==> config.mk <==
export PLATFORM = sky130hd
export DESIGN_NAME = wb_arb2
export DESIGN_NICKNAME = d
export VERILOG_FILES = /design/src/rtl/wb_arb2.sv
export SDC_FILE = /design/constraint.sdc
export NUM_CORES = 1
export LEC_CHECK = 0
export CAP_MARGIN = 20
export CORE_AREA = 2 2 123 125
export CTS_BUF_LIST = sky130_fd_sc_hd__clkbuf_2
export DETAILED_ROUTE_END_ITERATION = 6
export DIE_AREA = 0 0 125 127
export SYNTH_ARGS = -nofsm -noshare
export SYNTH_HDL_FRONTEND = slang
export SYNTH_SLANG_ARGS = --single-unit
==> constraint.sdc <==
create_clock -name clk_i -period 6 [get_ports clk_i]
set_clock_uncertainty 0.15 [all_clocks]
set_input_delay 0.9 -clock clk_i [delete_from_list [all_inputs] [get_ports clk_i]]
set_output_delay 0.9 -clock clk_i [all_outputs]
set_load 0.05 [all_outputs]
==> src/rtl/wb_arb2.sv <==
// ---------------------------------------------------------------------------
// wb_arb2 -- two-master / one-slave Wishbone arbiter.
//
// Shares a single slave (the SDRAM controller) between the instruction-fetch
// master (m0) and the data master (m1). Arbitration is round-robin and is
// decided only from IDLE. A grant is held for the whole CYC, so multi-beat
// and locked sequences are never split. A watchdog aborts a transfer that
// sees no termination for TIMEOUT stalled cycles and reports ERR to the
// master that owned it.
//
// Bus handshake (classic Wishbone): a beat is offered while CYC and STB are
// both high. It completes on the cycle the slave returns ACK or ERR, and the
// termination is routed only to the granted master. CYC low ends ownership.
//
// Ports:
//   clk_i, rst_n                   clock, synchronous active-low reset
//   m0_* / m1_*                    master-side Wishbone (cyc/stb/we/sel/adr/
//                                  dat in; dat/ack/err out)
//   s_*                            slave-side Wishbone (cyc/stb/we/sel/adr/
//                                  dat out; dat/ack/err in)
//   gnt_o                          one-hot grant (bit n: master n owns slave)
//   dbg_state                      current FSM state, for observation
//
// Parameters:
//   AW, DW   address / data width
//   TIMEOUT  stalled cycles (STB high, no ACK/ERR) before abort, 1..65535
// ---------------------------------------------------------------------------
module wb_arb2 #(
   parameter int AW      = 32,
   parameter int DW      = 32,
   parameter int TIMEOUT = 255
) (
   input  logic            clk_i,
   input  logic            rst_n,
   // master 0 (instruction fetch)
   input  logic            m0_cyc_i,
   input  logic            m0_stb_i,
   input  logic            m0_we_i,
   input  logic [DW/8-1:0] m0_sel_i,
   input  logic [AW-1:0]   m0_adr_i,
   input  logic [DW-1:0]   m0_dat_i,
   output logic [DW-1:0]   m0_dat_o,
   output logic            m0_ack_o,
   output logic            m0_err_o,
   // master 1 (data)
   input  logic            m1_cyc_i,
   input  logic            m1_stb_i,
   input  logic            m1_we_i,
   input  logic [DW/8-1:0] m1_sel_i,
   input  logic [AW-1:0]   m1_adr_i,
   input  logic [DW-1:0]   m1_dat_i,
   output logic [DW-1:0]   m1_dat_o,
   output logic            m1_ack_o,
   output logic            m1_err_o,
   // shared slave
   output logic            s_cyc_o,
   output logic            s_stb_o,
   output logic            s_we_o,
   output logic [DW/8-1:0] s_sel_o,
   output logic [AW-1:0]   s_adr_o,
   output logic [DW-1:0]   s_dat_o,
   input  logic [DW-1:0]   s_dat_i,
   input  logic            s_ack_i,
   input  logic            s_err_i,
   // status
   output logic [1:0]      gnt_o,
   output logic [1:0]      dbg_state
);

   localparam logic [1:0] ST_IDLE  = 2'd0;
   localparam logic [1:0] ST_GNT0  = 2'd1;
   localparam logic [1:0] ST_GNT1  = 2'd2;
   localparam logic [1:0] ST_ABORT = 2'd3;

   // The abort fires on the stalled cycle that would take the count to
   // TIMEOUT, so compare against TIMEOUT-1.
   localparam logic [15:0] WD_LAST = 16'(TIMEOUT - 1);

   logic [1:0]  state;
   logic [1:0]  state_nx;
   logic        last;      // master that most recently owned the slave
   logic        last_nx;
   logic        owner;     // master of the current (or aborted) grant
   logic        owner_nx;
   logic [15:0] wdog;
   logic [15:0] wdog_nx;

   logic            granted;
   logic            aborting;
   logic            sel_cyc;
   logic            sel_stb;
   logic            sel_we;
   logic [DW/8-1:0] sel_sel;
   logic [AW-1:0]   sel_adr;
   logic [DW-1:0]   sel_dat;
   logic            stall;
   logic            timeout_hit;
   logic            term_ack;
   logic            term_err;

   assign granted  = (state == ST_GNT0) || (state == ST_GNT1);
   assign aborting = (state == ST_ABORT);

   // Owner-selected master signals. owner is only meaningful while granted
   // or aborting; every use below is gated by one of those.
   assign sel_cyc = owner ? m1_cyc_i : m0_cyc_i;
   assign sel_stb = owner ? m1_stb_i : m0_stb_i;
   assign sel_we  = owner ? m1_we_i  : m0_we_i;
   assign sel_sel = owner ? m1_sel_i : m0_sel_i;
   assign sel_adr = owner ? m1_adr_i : m0_adr_i;
   assign sel_dat = owner ? m1_dat_i : m0_dat_i;

   // Slave side: pass the owner straight through, quiet otherwise.
   always_comb begin
      s_cyc_o = granted & sel_cyc;
      s_stb_o = granted & sel_cyc & sel_stb;
      s_we_o  = granted & sel_we;
      s_sel_o = granted ? sel_sel : '0;
      s_adr_o = granted ? sel_adr : '0;
      s_dat_o = granted ? sel_dat : '0;
   end

   // Read data is broadcast; only the owner sees a termination.
   assign m0_dat_o = s_dat_i;
   assign m1_dat_o = s_dat_i;

   // Terminations are suppressed while reset is asserted so a transfer that
   // reset cuts short never reports a completion. A slave ack outside a
   // grant (IDLE or ABORT) is dropped.
   assign term_ack = rst_n & granted & s_ack_i;
   assign term_err = rst_n & ((granted & s_err_i) | aborting);

   assign m0_ack_o = term_ack & ~owner;
   assign m0_err_o = term_err & ~owner;
   assign m1_ack_o = term_ack &  owner;
   assign m1_err_o = term_err &  owner;

   // The aborted master keeps its grant bit for the single ABORT cycle.
   assign gnt_o     = (granted | aborting) ? (owner ? 2'b10 : 2'b01) : 2'b00;
   assign dbg_state = state;

   // A stalled beat: offered to the slave with no termination this cycle.
   // An ack on the cycle the count would expire takes priority.
   assign stall       = s_stb_o & ~s_ack_i & ~s_err_i;
   assign timeout_hit = stall & (wdog == WD_LAST);

   always_comb begin
      state_nx = state;
      last_nx  = last;
      owner_nx = owner;
      wdog_nx  = '0;
      case (state)
         ST_IDLE: begin
            if (m0_cyc_i && m1_cyc_i) begin
               // Tie: the master that did not go last wins.
               owner_nx = ~last;
               state_nx = last ? ST_GNT0 : ST_GNT1;
            end else if (m0_cyc_i) begin
               owner_nx = 1'b0;
               state_nx = ST_GNT0;
            end else if (m1_cyc_i) begin
               owner_nx = 1'b1;
               state_nx = ST_GNT1;
            end
         end
         ST_GNT0, ST_GNT1: begin
            if (!sel_cyc) begin
               // Release always passes through IDLE: one dead cycle.
               state_nx = ST_IDLE;
               last_nx  = owner;
            end else if (timeout_hit) begin
               state_nx = ST_ABORT;
            end else if (stall) begin
               wdog_nx = wdog + 16'd1;
            end
         end
         ST_ABORT: begin
            state_nx = ST_IDLE;
            last_nx  = owner;
         end
         default: begin
            state_nx = ST_IDLE;
         end
      endcase
   end

   always_ff @(posedge clk_i) begin
      if (!rst_n) begin
         state <= ST_IDLE;
         last  <= 1'b1;  // m0 wins the first tie after reset
         owner <= 1'b0;
         wdog  <= '0;
      end else begin
         state <= state_nx;
         last  <= last_nx;
         owner <= owner_nx;
         wdog  <= wdog_nx;
      end
   end

endmodule

Word-level counts from Yosys, hierarchy flattened
Cells that the tools add are included.
{"block": "op_classes", "n_addsub": 1, "n_eq_ne": 7, "n_mux": 23, "bitwise_logic": 24, "n_reduce_logical": 10}
{"cell": "32-bit two-way mux", "n": 4}
{"cell": "16-bit by 1-bit adder with 16-bit output, second input constant", "n": 1}
{"cell": "16-bit by 8-bit == test with 1-bit output, second input constant", "n": 1}
{"cell": "2-bit two-way mux", "n": 8}
{"cell": "1-bit bitwise AND", "n": 14}
{"cell": "4-bit two-way mux", "n": 2}
{"cell": "1-bit inverter", "n": 8}
{"cell": "1-bit two-way mux", "n": 7}
{"cell": "2-bit case mux with 3 select lines", "n": 1}
{"cell": "2-bit AND reduction", "n": 3}
{"cell": "5-bit OR reduction", "n": 1}
{"cell": "2-bit == test, second input constant", "n": 2}
{"cell": "4-bit != test, second input constant", "n": 1}
{"cell": "3-bit != test, second input constant", "n": 1}
{"cell": "3-bit nonzero test", "n": 1}
{"cell": "2-bit by 1-bit == test with 1-bit output, second input constant", "n": 1}
{"cell": "2-bit logical NOT", "n": 1}
{"cell": "2-bit != test, second input constant", "n": 1}
{"cell": "1-bit bitwise OR", "n": 2}
{"cell": "1-bit case mux with 2 select lines", "n": 1}
{"cell": "2-bit nonzero test", "n": 1}
{"cell": "2-bit OR reduction", "n": 1}
{"cell": "1-bit logical AND", "n": 1}
{"cell": "1-bit logical OR", "n": 1}
{"block": "totals", "regBits": 20, "out_inout_bits": 143, "word_cells": 69}

Depth between registers and ports, before layout
{"block": "logic_depth", "word_depth": 10, "ltp_mapped": 8}

Least setup slack after synthesis
No wires, ideal clock.
{"block": "synth_timing", "path_type": "reg2out", "from": "register state[0] (netlist: dbg_state[0])", "to": "output m0_err_o", "arrival_time_ps": 2454, "setup_slack_ps": 2496, "path_stages_with_launch": 6, "n_path_buf": 1, "cell_sequence": "dfxtp_1 > inv_1 > ha_1 > clkbuf_1 > a21oi_1 > nor3_1"}
{"block": "synth_between", "elab_chain_len": 6, "word_cells_on_any_way": 8, "classes_between": "eq/ne (3); bitwise (4); reduce/logical (1)"}
{"element": "start, declared", "line_no": "79", "rtl": "logic [1:0] state;"}
{"element": "start signal, assigned", "line_no": "194", "rtl": "state <= state_nx;"}
{"element": "2-bit by 1-bit == test with 1-bit output or 2-bit == test (tied branches)", "line_no": "101", "rtl": "assign granted = (state == ST_GNT0) || (state == ST_GNT1);"}
{"element": "1-bit logical OR", "line_no": "101"}
{"element": "1-bit bitwise AND", "line_no": "131", "rtl": "assign term_err = rst_n & ((granted & s_err_i) | aborting);"}
{"element": "1-bit bitwise OR *", "line_no": "131"}
{"element": "1-bit bitwise AND *", "line_no": "131"}
{"element": "1-bit bitwise AND *", "line_no": "134", "rtl": "assign m0_err_o = term_err & ~owner;"}
{"element": "end, declared", "line_no": "44", "rtl": "output logic m0_err_o,"}
Mark *: on every way between the ends. The rest lies on a longest branch, timed or not.

Worst setup path in the final report
{"block": "layout_timing", "from": "register owner", "to": "output m1_err_o"}
{"block": "layout_between", "elab_chain_len": 1}
{"element": "start, declared", "line_no": "83", "rtl": "logic owner;"}
{"element": "start signal, assigned", "line_no": "196", "rtl": "owner <= owner_nx;"}
{"element": "1-bit bitwise AND", "line_no": "136", "rtl": "assign m1_err_o = term_err & owner;"}
{"element": "end, declared", "line_no": "54", "rtl": "output logic m1_err_o,"}
No other way between the ends.

==> flow_metrics.py <==
metrics = {
    "status": {
        "status": "finished clean",
    },
    "power_and_ir_drop": {
        "leakagePower_nw": 1.57,
        "pwr-share-seq_pct": 8.0,
        "p_switching_mw": 1.62,
        "pwr-share-clk_pct": 2.2,
        "irDropWorstVdd_mv": 0.434,
        "pwr-share-comb_pct": 89.8,
        "switching_share_pct": 64.4,
        "power_density_nw_per_um2": 544,
        "power.total_mw": 2.51,
        "intPower_uw": 894,
    },
    "global_route": {
        "met3_usage_pct": 7.75,
        "grt_pass1_wl_um": 19200,
        "grt_use_met1_pct": 22.1,
        "antenna_found_initial": 1,
        "grt_usage_pct": 15.7,
        "grt-ovfl-total": 0,
        "grt_use_met2_pct": 21.9,
        "grt_max_degree": 59,
        "top_usage_layer": "met1",
        "grt_pass1_vias": 3040,
    },
    "sta": {
        "tightest_slew_ns": 0.981,
        "slew_violations": 0,
        "fin_crit_ns": 4.10,
        "fin_crit_sh_pct": 68.3,
        "setup_viol": 0,
        "finalHoldViolCount": 0,
        "fmax_ghz": 0.244,
        "slew_headroom_pct": 34.6,
        "rsz0062_at_grt": "false",
        "fin_tns_setup_ns": 0,
    },
    "routing": {
        "post_drt_via_cell_ratio": 4.35,
        "drtPass1Iterations": 4,
        "routedWlPerCell_um": 19.6,
        "drtIter0Drc": 90,
        "ant_nets": 0,
        "drc": 0,
        "drt_wl_total_um": 13400,
        "vias": 2980,
    },
    "clock_network": {
        "cts_hold_buf": 0,
        "cts_sinks": 20,
        "clk_latency_ns": 0.31,
        "cts_buffers": 3,
        "cts-resized-gates": 0,
        "tritoncts": "built",
        "htreeDepth": 1,
        "clock_path_buffers": 2,
        "clk_pin_slew_worst_paths_ns": 0.18,
        "root_buffer": "clkbuf_2",
        "post_cts_buffers": 0,
    },
    "floorplanning": {
        "coreArea_sq_um": 14400,
        "fp.dieW_um": 125,
        "rows": 44,
        "die_area_sq_um": 15900,
        "start_util_pct": 18.6,
        "ios": 321,
        "die_h_um": 127,
    },
    "yosys": {
        "synthDistinctLibCells": 43,
        "syn_nets": 537,
        "synth.area.mux_share_pct": 26.4,
        "synth_area_per_cell_sq_um": 7.57,
        "synthAdderAreaFrac_pct": 1.86,
        "synth-simple-area-share_pct": 24.3,
        "synth_seq_cells": 20,
        "synth_xor_area_share_pct": 3.91,
        "ys_seq_area_share_pct": 14.9,
        "synth-compound-area-share_pct": 5.49,
        "syn_area_sq_um": 2690,
        "synth_top_family_by_area": "multiplexers",
        "netlist_instances": 355,
        "yosysWarnings": 0,
    },
    "cells_and_area": {
        "fill_cells": 1517,
        "fin_cells": 685,
        "finalNetCount": 683,
        "finish.utilization_pct": 32.0,
        "drive_gt1_share_pct": 5.00,
        "syn_to_final_growth_pct": 71.7,
    },
    "setup_path": {
        "crit_path_end_kind": "output pin",
        "critPathRequiredTime_ns": 4.95,
        "crit_arrival_ns": 3.05,
        "critPathLaunchType": "flip-flop",
        "path_class": "reg2out",
        "cp_max_fo": 58,
    },
    "flow_run": {
        "drv_cap": 0,
    },
    "hold_path": {
        "hold_path.class": "reg2reg",
    },
    "placed_design": {
        "hpwl_um": 11200,
        "dp.cells": 680,
        "gp_congestion": 0.917,
        "io_buffer_count": 224,
    },
}
## cell type report
class | count | area, sq um | area share, %
Clock inverter | 1 | 3.75 | 0.0813
Multi-Input combinational cell | 240 | 1670 | 36.1
Timing Repair Buffer | 226 | 2260 | 48.9
Sequential cell | 20 | 404 | 8.75
Antenna cell | 1 | 2.50 | 0.0542
Clock buffer | 3 | 15.0 | 0.325
Inverter | 10 | 37.5 | 0.813
Tap cell | 184 | 230 | 4.99
## cells in the mapped netlist (all sizes together)
cell / instances / area share, %
nand3: 8 / 2.0
a21oi: 5 / 0.93
or4: 2 / 0.70
nand3b: 2 / 1.0
a21boi: 1 / 0.28
o21ai: 3 / 0.56
a211oi: 3 / 1.2
mux2i: 71 / 26
nand4: 5 / 1.2
o41ai: 1 / 0.33
nor3: 4 / 0.74
o22a: 1 / 0.33
and4: 1 / 0.37
and3: 2 / 0.47
dfxtp: 20 / 15
inv: 10 / 1.4
or4b: 1 / 0.37
nand2b: 4 / 0.93
nand2: 8 / 1.1
xnor2: 8 / 2.6
a21o: 2 / 0.61
buf: 72 / 20
nor4: 3 / 1.3
ha: 4 / 1.9
clkbuf: 13 / 1.8
nand4b: 1 / 0.33
a2bb2oi: 1 / 0.33
or3: 1 / 0.23
nor2: 91 / 14
o31ai: 1 / 0.28
xor2: 4 / 1.3
a32oi: 1 / 0.33
o2bb2ai: 1 / 0.33
## logic make-up (layout without fill, tap and decap cells)
logic type | count (synthesis) | count (layout)
buffers and inverters | 95 | 240
adders and majority gates | 4 | 4
AOI/OAI and AO/OA | 20 | 20
DFF | 20 | 20
other | 0 | 1
xor gates and xnor gates | 12 | 12
muxes | 71 | 71
and+or+nand+nor | 133 | 133
## per-stage QoR
| step | hold slack, ns | setup WS (ns) | area, sq um |
|---|---|---|---|
| 6_report | 0.362 | 1.90 | 4620 |
| 4_1_cts | 0.362 | 1.88 | 4610 |
| 5_1_grt | 0.382 | 1.69 | 4610 |
| 3_3_place_gp | 0.317 | 2.19 | 4600 |
| 2_1_floorplan | 0.297 | 2.50 | 2690 |
| 3_5_place_dp | 0.330 | 2.21 | 4600 |
## cells in the final DEF, fill, tap and decap left out, drive strengths merged, types with 2 or more instances in the layout
cell type,synthesis,routed
clkdlybuf4s50,0,224
nor2,91,91
mux2i,71,71
dfxtp,20,20
inv,10,10
nand2,8,8
xnor2,8,8
nand3,8,8
a21oi,5,5
nand4,5,5
nor3,4,4
nand2b,4,4
xor2,4,4
ha,4,4
o21ai,3,3
clkbuf,13,3
a211oi,3,3
nor4,3,3
and3,2,2
buf,72,2
or4,2,2
a21o,2,2
nand3b,2,2
## registers in the layout, summed over array words and instances, names as in the netlist
name       count
last           1
wdog          16
owner          1
dbg_state      2
## power groups by stage
stage | Clock (mW) | Sequential, mW | Combinational [mW]
finish | 0.0552 | 0.202 | 2.25
detailed placement | 0 | 0.206 | 2.26
global route | 0.0635 | 0.208 | 2.35
global placement | 0 | 0.204 | 2.26
CTS | 0.0582 | 0.204 | 2.28
floorplan | 0 | 0.179 | 1.60
## critical path, stage by stage, from the launching register on
cell             delay (ns)
dfxtp_4                1.00
buf_4                  0.49
inv_1                  0.13
nor3_1                 0.21
clkdlybuf4s50_1        0.83
## path summary, 6_finish.rpt
path	startpoint	endpoint	slack, ns	depth (start not counted)
setup / recovery	owner	m1_err_o	1.90	4
hold / removal	dbg_state[1]	dbg_state[1]	0.36	2
setup reg to reg	owner	wdog[15]	3.17	5
hold reg to reg	dbg_state[1]	dbg_state[1]	0.36	2
## routing by layer
layer  up-vias  part of all wire, %
li1       1419                    -
met1      1338                   45
met2       212                   40
met3        11                   14
met4         0                  1.1
met5         -                    0
No activity file was read; power rests on OpenSTA's default activity.
